`src/rtl/t_ram_pkg.sv`:
```
// Shared definitions for the t_ram family: sequencer states, read-latency bounds
// and the depth helper used to size the array.
package t_ram_pkg;

  typedef enum logic {
    CLEAR = 1'b0,
    IDLE  = 1'b1
  } state_e;

  localparam int RD_LAT_MIN = 1;
  localparam int RD_LAT_MAX = 4;

  function automatic int depth(input int aw);
    return 1 << aw;
  endfunction

endpackage

```
`src/rtl/t_ram_rd_pipe.sv`:
```
// Extra read-latency stages for t_ram_sdp: STAGES registers of valid+data, all
// asynchronously cleared. STAGES=0 is a straight wire.
module t_ram_rd_pipe #(
  parameter int DW     = 16,
  parameter int STAGES = 0
) (
  input  logic          clk,
  input  logic          rst,
  input  logic          in_valid,
  input  logic [DW-1:0] in_data,
  output logic          out_valid,
  output logic [DW-1:0] out_data
);

  generate
    if (STAGES == 0) begin : g_pass
      logic unused_clk_rst;
      assign unused_clk_rst = clk ^ rst;
      assign out_valid      = in_valid;
      assign out_data       = in_data;
    end else begin : g_stages
      logic [STAGES-1:0]         valid_q, valid_d;
      logic [STAGES-1:0][DW-1:0] data_q, data_d;

      always_comb begin
        valid_d[0] = in_valid;
        data_d[0]  = in_data;
        for (int i = 1; i < STAGES; i++) begin
          valid_d[i] = valid_q[i-1];
          data_d[i]  = data_q[i-1];
        end
      end

      always_ff @(posedge clk or posedge rst) begin
        if (rst) begin
          valid_q <= '0;
          data_q  <= '0;
        end else begin
          valid_q <= valid_d;
          data_q  <= data_d;
        end
      end

      assign out_valid = valid_q[STAGES-1];
      assign out_data  = data_q[STAGES-1];
    end
  endgenerate

endmodule

```
`src/rtl/t_ram_sdp.sv`:
```
// Simple-dual-port scratch RAM with lane write enables, RD_LAT-cycle read and a
// clear sequencer. Define T_RAM_SDP_FWD_EN for write-first same-address reads.
module t_ram_sdp
  import t_ram_pkg::*;
#(
  parameter int DW     = 16,
  parameter int AW     = 4,
  parameter int LANES  = 2,
  parameter int RD_LAT = 1
) (
  input  logic             clk,
  input  logic             sys_rst,
  input  logic             clr_req,
  output logic             busy,
  input  logic             wr_en,
  input  logic [AW-1:0]    wr_addr,
  input  logic [LANES-1:0] wr_be,
  input  logic [DW-1:0]    wr_data,
  input  logic             rd_en,
  input  logic [AW-1:0]    rd_addr,
  output logic [DW-1:0]    rd_data,
  output logic             rd_valid
);

  localparam int DEPTH = depth(AW);
  localparam int LW    = DW / LANES;

  generate
    if (RD_LAT < RD_LAT_MIN || RD_LAT > RD_LAT_MAX) begin : g_bad_rd_lat
      $error("t_ram_sdp: RD_LAT out of range");
    end
    if (DW % LANES != 0) begin : g_bad_lanes
      $error("t_ram_sdp: DW must be a multiple of LANES");
    end
  endgenerate

  state_e        state_q, state_d;
  logic [AW-1:0] clr_cnt_q, clr_cnt_d;
  logic          idle, wr_ok, rd_ok;

  assign idle  = (state_q == IDLE);
  assign busy  = ~idle;
  assign wr_ok = idle & wr_en;
  assign rd_ok = idle & rd_en;

  // NOTE: every signal driven here gets a default first so no path can infer a latch.
  always_comb begin
    state_d   = state_q;
    clr_cnt_d = clr_cnt_q;
    case (state_q)
      CLEAR: begin
        clr_cnt_d = clr_cnt_q + AW'(1);
        if (clr_cnt_q == AW'(DEPTH - 1)) state_d = IDLE;
      end
      IDLE: begin
        if (clr_req) begin
          state_d   = CLEAR;
          clr_cnt_d = '0;
        end
      end
      default: state_d = CLEAR;
    endcase
  end

  always_ff @(posedge clk or posedge sys_rst) begin
    if (sys_rst) begin
      state_q   <= CLEAR;
      clr_cnt_q <= '0;
    end else begin
      state_q   <= state_d;
      clr_cnt_q <= clr_cnt_d;
    end
  end

  logic [DW-1:0] ram [DEPTH];

  // NOTE: the array itself is not reset; the clear sequencer zeroes it after reset.
  always_ff @(posedge clk) begin
    if (!idle) begin
      ram[clr_cnt_q] <= '0;
    end else if (wr_en) begin
      for (int i = 0; i < LANES; i++) begin
        if (wr_be[i]) ram[wr_addr][i*LW +: LW] <= wr_data[i*LW +: LW];
      end
    end
  end

  logic [DW-1:0] rd_word;
  logic [DW-1:0] rd_data_d, rd_data_q;
  logic          rd_valid_d, rd_valid_q;

  always_comb begin
    rd_word = ram[rd_addr];
`ifdef T_RAM_SDP_FWD_EN
    if (wr_ok && (wr_addr == rd_addr)) begin
      for (int i = 0; i < LANES; i++) begin
        if (wr_be[i]) rd_word[i*LW +: LW] = wr_data[i*LW +: LW];
      end
    end
`endif
    rd_valid_d = rd_ok;
    rd_data_d  = rd_ok ? rd_word : '0;
  end

  always_ff @(posedge clk or posedge sys_rst) begin
    if (sys_rst) begin
      rd_valid_q <= 1'b0;
      rd_data_q  <= '0;
    end else begin
      rd_valid_q <= rd_valid_d;
      rd_data_q  <= rd_data_d;
    end
  end

  t_ram_rd_pipe #(
    .DW    (DW),
    .STAGES(RD_LAT - 1)
  ) u_rd_pipe (
    .clk      (clk),
    .rst      (sys_rst),
    .in_valid (rd_valid_q),
    .in_data  (rd_data_q),
    .out_valid(rd_valid),
    .out_data (rd_data)
  );

  logic unused_wr_ok;
  assign unused_wr_ok = wr_ok;

endmodule

```
`config.mk`:
```
export PLATFORM = sky130hd
export DESIGN_NAME = t_ram_sdp
export DESIGN_NICKNAME = d
export VERILOG_FILES = /design/src/rtl/t_ram_pkg.sv /design/src/rtl/t_ram_rd_pipe.sv /design/src/rtl/t_ram_sdp.sv
export SDC_FILE = /design/constraint.sdc
export NUM_CORES = 1
export LEC_CHECK = 0
export BUFFER_PORTS_ARGS = -buffer_cell sky130_fd_sc_hd__buf_2
export CORE_MARGIN = 2
export CORE_UTILIZATION = 55
export DETAILED_ROUTE_END_ITERATION = 16
export GPL_ROUTABILITY_DRIVEN = 0
export PLACE_DENSITY = 0.86
export SYNTH_ARGS = -nofsm -noshare
export SYNTH_HDL_FRONTEND = slang
export SYNTH_SLANG_ARGS = --single-unit
```
`constraint.sdc`:
```
create_clock -name clk -period 2.1 [get_ports clk]
set_input_delay 0.63 -clock clk [delete_from_list [all_inputs] [get_ports clk]]
set_output_delay 0.63 -clock clk [all_outputs]
set_load 0.01 [all_outputs]
```
; After elaboration in Yosys (flattened, before gate mapping)
; Memories as Yosys holds them, arrays and structs flattened.
; Cells that the tools add are included.
[word_totals]
output_inout_bits = 18
register_bits = 22
memories = 1
ram_bits = 256
[memory_table]
columns = memory, depth, word_bits, read_ports, rd_clocked_by_memory_dff, wr, line
row1 = ram, 16, 16, 1, 0, 1, t_ram_sdp.sv:75  ; logic [DW-1:0] ram [DEPTH];
[classes]
mux = 18
n_eq_ne = 2
bitwise = 2
n_reduce_logical = 1
addsub = 1
[ops]
columns = op, n
row1 = $mux W16, 2
row2 = $reduce_or A16 Y1, 1
row3 = $mux W1, 11
row4 = $mux W4, 2
row5 = $pmux W4 S2, 1
row6 = $add A4 B1 Y4 const B, 1
row7 = $eq A4 B4 Y1 const B, 1
row8 = $mux W2, 1
row9 = $ne A2 B2 Y1 const B, 1
row10 = $pmux W1 S2, 1
row11 = $and A1 B1 Y1, 1
row12 = $not A1 Y1, 1

; Depth between registers and ports, before layout
[depth]
word_depth = 6
depth_mapped = 7

; Cells and area by module
; A second synthesis with hierarchy kept.
[hier_totals]
hier_cells = 654
hier_area_um2 = 11229.5
[modules_own_cells]
columns = mod, seq_area_each_um2, area_each_um2, cells_per_inst, instances
row1 = t_ram_sdp, 8237.9, 11101.9, 637, 1
row2 = t_ram_rd_pipe, 0.0, 127.6, 17, 1

; Least setup slack after synthesis
; No wires, ideal clock.
[synth_path]
path_type = input-to-reg
start = input port wr_be[0]
end = memory ram[12][10], enable pin
n_path_buf = 1
t_arrival_ps = 1885
setup_time_ps = 370
required_ps = 1730
path_slack_ps = -155
stages = 5
path_cell_list = o211a_1 buf_4 mux2_4 a21o_1 nor2_1
[synth_between]
elab_chain_cells = 6
word_cells_on_any_way = 7
[synth_lines]
columns = item, line
row1 = start: declaration, t_ram_sdp.sv:17  ; input logic [LANES-1:0] wr_be,
row2 = $mux W1 (*), t_ram_sdp.sv:83  ; if (wr_be[i]) ram[wr_addr][i*LW +: LW] <= wr_data[i*LW +: LW];
row3 = $mux W1 (*), t_ram_sdp.sv:81  ; end else if (wr_en) begin
row4 = $mux W1 (*), t_ram_sdp.sv:79  ; if (!idle) begin
row5 = $mux W1 (not written as such) (*), t_ram_sdp.sv:83
row6 = $reduce_or A16 Y1 (no line) (*), n/a
row7 = $mux W4 (no line) or $mux W2 (tied branches), n/a
row8 = end: declaration, t_ram_sdp.sv:75
; Every way passes the cells marked *; elsewhere a longest branch is shown, timed or not.

; Final worst setup path
[layout_path]
start = register state_q (netlist: idle)
end = output port busy
[layout_between]
elab_chain_cells = 1
[layout_lines]
columns = item, line
row1 = start: declaration, t_ram_sdp.sv:37  ; state_e state_q, state_d;
row2 = start signal: assignment, t_ram_sdp.sv:70  ; state_q <= state_d;
row3 = $not A1 Y1, n/a
row4 = end: declaration, t_ram_sdp.sv:14  ; output logic busy,
; No other way between the ends.

==> metrics.cfg <==
[synth]
yosysWarnings = 0
yosysUniqueCellTypes = 34
synth_area_sq_um = 11100
synthArstFlopShare_pct = 7.91
syn_nets = 684
synth.avg_cell_area_sq_um = 17.0
synthSimpleGateAreaFrac_pct = 4.96
synth_compound_area_share_pct = 5.46
synth_top_family_by_area = multiplexers
ys_seq_area_share_pct = 74.4
synth_flop_cell = edfxtp_1
synth-edff-count = 256
muxShareOfSynthArea_pct = 12.6
synthAdderAreaFrac_pct = 0.113
ys_ff_latch = 278
syn_inst = 652
synth-xor-area-share_pct = 0.158

[worst_setup_path]
crit_path_max_fanout = 17
rrSetupSlack_ns = 0.09
critical_path_class = flip-flop to output port
worst_ep_required_time_ns = 1.47
cp.arrival_ns = 1.43
worstSetupStartpoint = idle$_DFF_PP0_
setup.worst_path.end_class = output port
rr_startpoint = idle$_DFF_PP0_
start_kind = flip-flop

[drt]
drc = 0
drt_wl_total_mm = 25.2
vias_per_cell = 6.10
vias = 6317
ant_nets = 0
drt-initial-drc-count = 837
dr.pass1.iters = 5
routedWlPerCell_um = 24.3

[power_and_ir_drop]
seqPwrFrac_pct = 51.6
combPwrFrac_pct = 19.7
cellPowerDensity_nw_per_um2 = 1160
ir_drop_mv = 0.730
p_sw_share_pct = 27.6
p_clk_share_pct = 28.7
p_leak_nw = 4.79
finalPower_mw = 14.8
p_int_mw = 10.8
switching_power_mw = 4.09

[cells_and_area]
final_cell_mix = edfxtp_1 (256), mux2i_1 (117), buf_4 (51), a22oi_1 (50), buf_2 (47)
drive_above_1_share_pct = 23.0
final_core_util_pct = 65.5
final_common_cell = edfxtp_1
area_growth_pct = 15.9
finalNetCount = 784
finalInstanceArea_sq_um = 12800
n_antenna_cell = 0

[sta]
tightestPinTransition_ns = 0.762
rsz0062_at_grt = no
layout_min_cycle_time_ns = 2.06
hold_violations = 0
finalSetupTns_ns = 0
final-setup-viol-count = 0
slew-limit-headroom_pct = 49.2
skew_ns = 0.00635
slew_violations = 0
max_freq_mhz = 486
finalCritPeriodShare_pct = 97.9

[grt]
grt_pass1_vias = 6458
grt_pass1_wl_mm = 38.6
grt.total_usage_pct = 23.7
grt_max_degree = 25
antenna_found_initial = 1
grt_overflow = 0

[floorplan]
dieArea_sq_um = 21300
rows = 51
ios = 49
die_w_um = 146
start_util_pct = 56.5
die_h_um = 146
core_area_sq_um = 19600

[clocking]
hold_buffers = 0
insertion_delay_ns = 0.52
htreeDepth = 1
post_cts_buffers = 0
cts-root-buf = clkbuf_16
clkTransAtPathRegs_ns = 0.06
clock-sinks = 278
cts_buffer_depth = 3
numCtsBuffers = 25
cts_tree = done

[outcome]
status = complete, no violations

[flow_run]
drv_cap = 0

[placement]
postPlaceCellArea_sq_um = 12100
dp_hpwl_mm = 16.6
portBuffers = 48

[hold_path]
hold_path.class = primary input to asynchronous set/reset pin

## cells in the mapped netlist (all sizes together) (4+ instances only)
cell type	n	area share (%)
o2111ai	4	0.32
a22oi	50	3.4
dfrtp	22	5.0
and2	18	1.0
clkbuf	9	0.31
edfxtp	256	69
buf	27	1.9
o21ai	17	0.77
nor2b	11	0.62
a21o	6	0.41
nand3	14	0.63
mux4	7	1.4
mux2i	120	11
nand2	35	1.2
nor2	37	1.3
## routing by layer
layer  share of wire (%)  global-route usage (%)
met1                  38                    31.5
met2                  49                    39.1
met3                 8.6                    4.42
met4                 3.8                    9.80
met5               0.052                       0
## cells by family after synthesis
family | count (synthesis)
adder cells (fa/ha/maj) | 1
AO/OA/AOI/OAI | 85
AND/OR/NAND/NOR | 118
flip-flops | 278
buffers and inverters | 39
XOR/XNOR | 2
multiplexers | 129
## power groups by stage
stage / Combinational [mW] / Clock, mW / Sequential [mW]
finish: 2.93 / 4.26 / 7.66
global route: 3.10 / 4.48 / 7.73
CTS: 2.90 / 4.26 / 7.65
detailed placement: 2.85 / 0 / 7.75
global placement: 2.67 / 0 / 7.67
floorplan: 1.66 / 0 / 7.62
## worst max-delay path: stages (launching register included)
cell     delay (ns)
dfrtp_1        0.45
buf_6          0.23
inv_2          0.08
buf_2          0.14
## timing repair
| action | 4_1_cts | 5_1_grt |
|---|---|---|
| hold endpoints to repair | 0 | 0 |
| endpoints found under the setup margin | 1 | 1 |
| gates resized for setup | 1 | 1 |
## flip-flops by register name (all words and copies together) (netlist names)
name / cells
clr_cnt_q: 4
idle: 1
ram: 256
rd_data_q: 16
rd_valid_q: 1
## stage by stage
step | std cells | worst slack [ns] | hold WS (ns)
global route | 1035 | 0.0415 | 0.191
detailed placement | 990 | -0.195 | 0.632
finish | 1035 | 0.0444 | 0.161
floorplan | 652 | -0.134 | 0.546
CTS | 1035 | 0.0221 | 0.174
global placement | 990 | -0.143 | 0.583
## path summary, 6_finish.rpt
check / end / cells after the start
worst min register to register: clr_cnt_q[0]$_DFFE_PP0P_ / 1
worst min-delay path: rd_data_q[11]$_DFF_PP0_ / 3
max in group asynchronous: clr_cnt_q[2]$_DFFE_PP0P_ / 3
worst max-delay path: busy / 3
min in group clk: clr_cnt_q[3]$_DFFE_PP0P_ / 2
worst max register to register: ram[3][1]$_DFFE_PP_ / 6
## cell type report
type	instances	area (sq um)
Timing Repair Buffer	109	821
Inverter	3	11.3
Clock buffer	30	664
Multi-Input combinational cell	335	2660
Sequential cell	278	8240
Tap cell	265	332
Clock inverter	15	100
Fill cell	1212	6760
(Power assumes the default switching activity.)
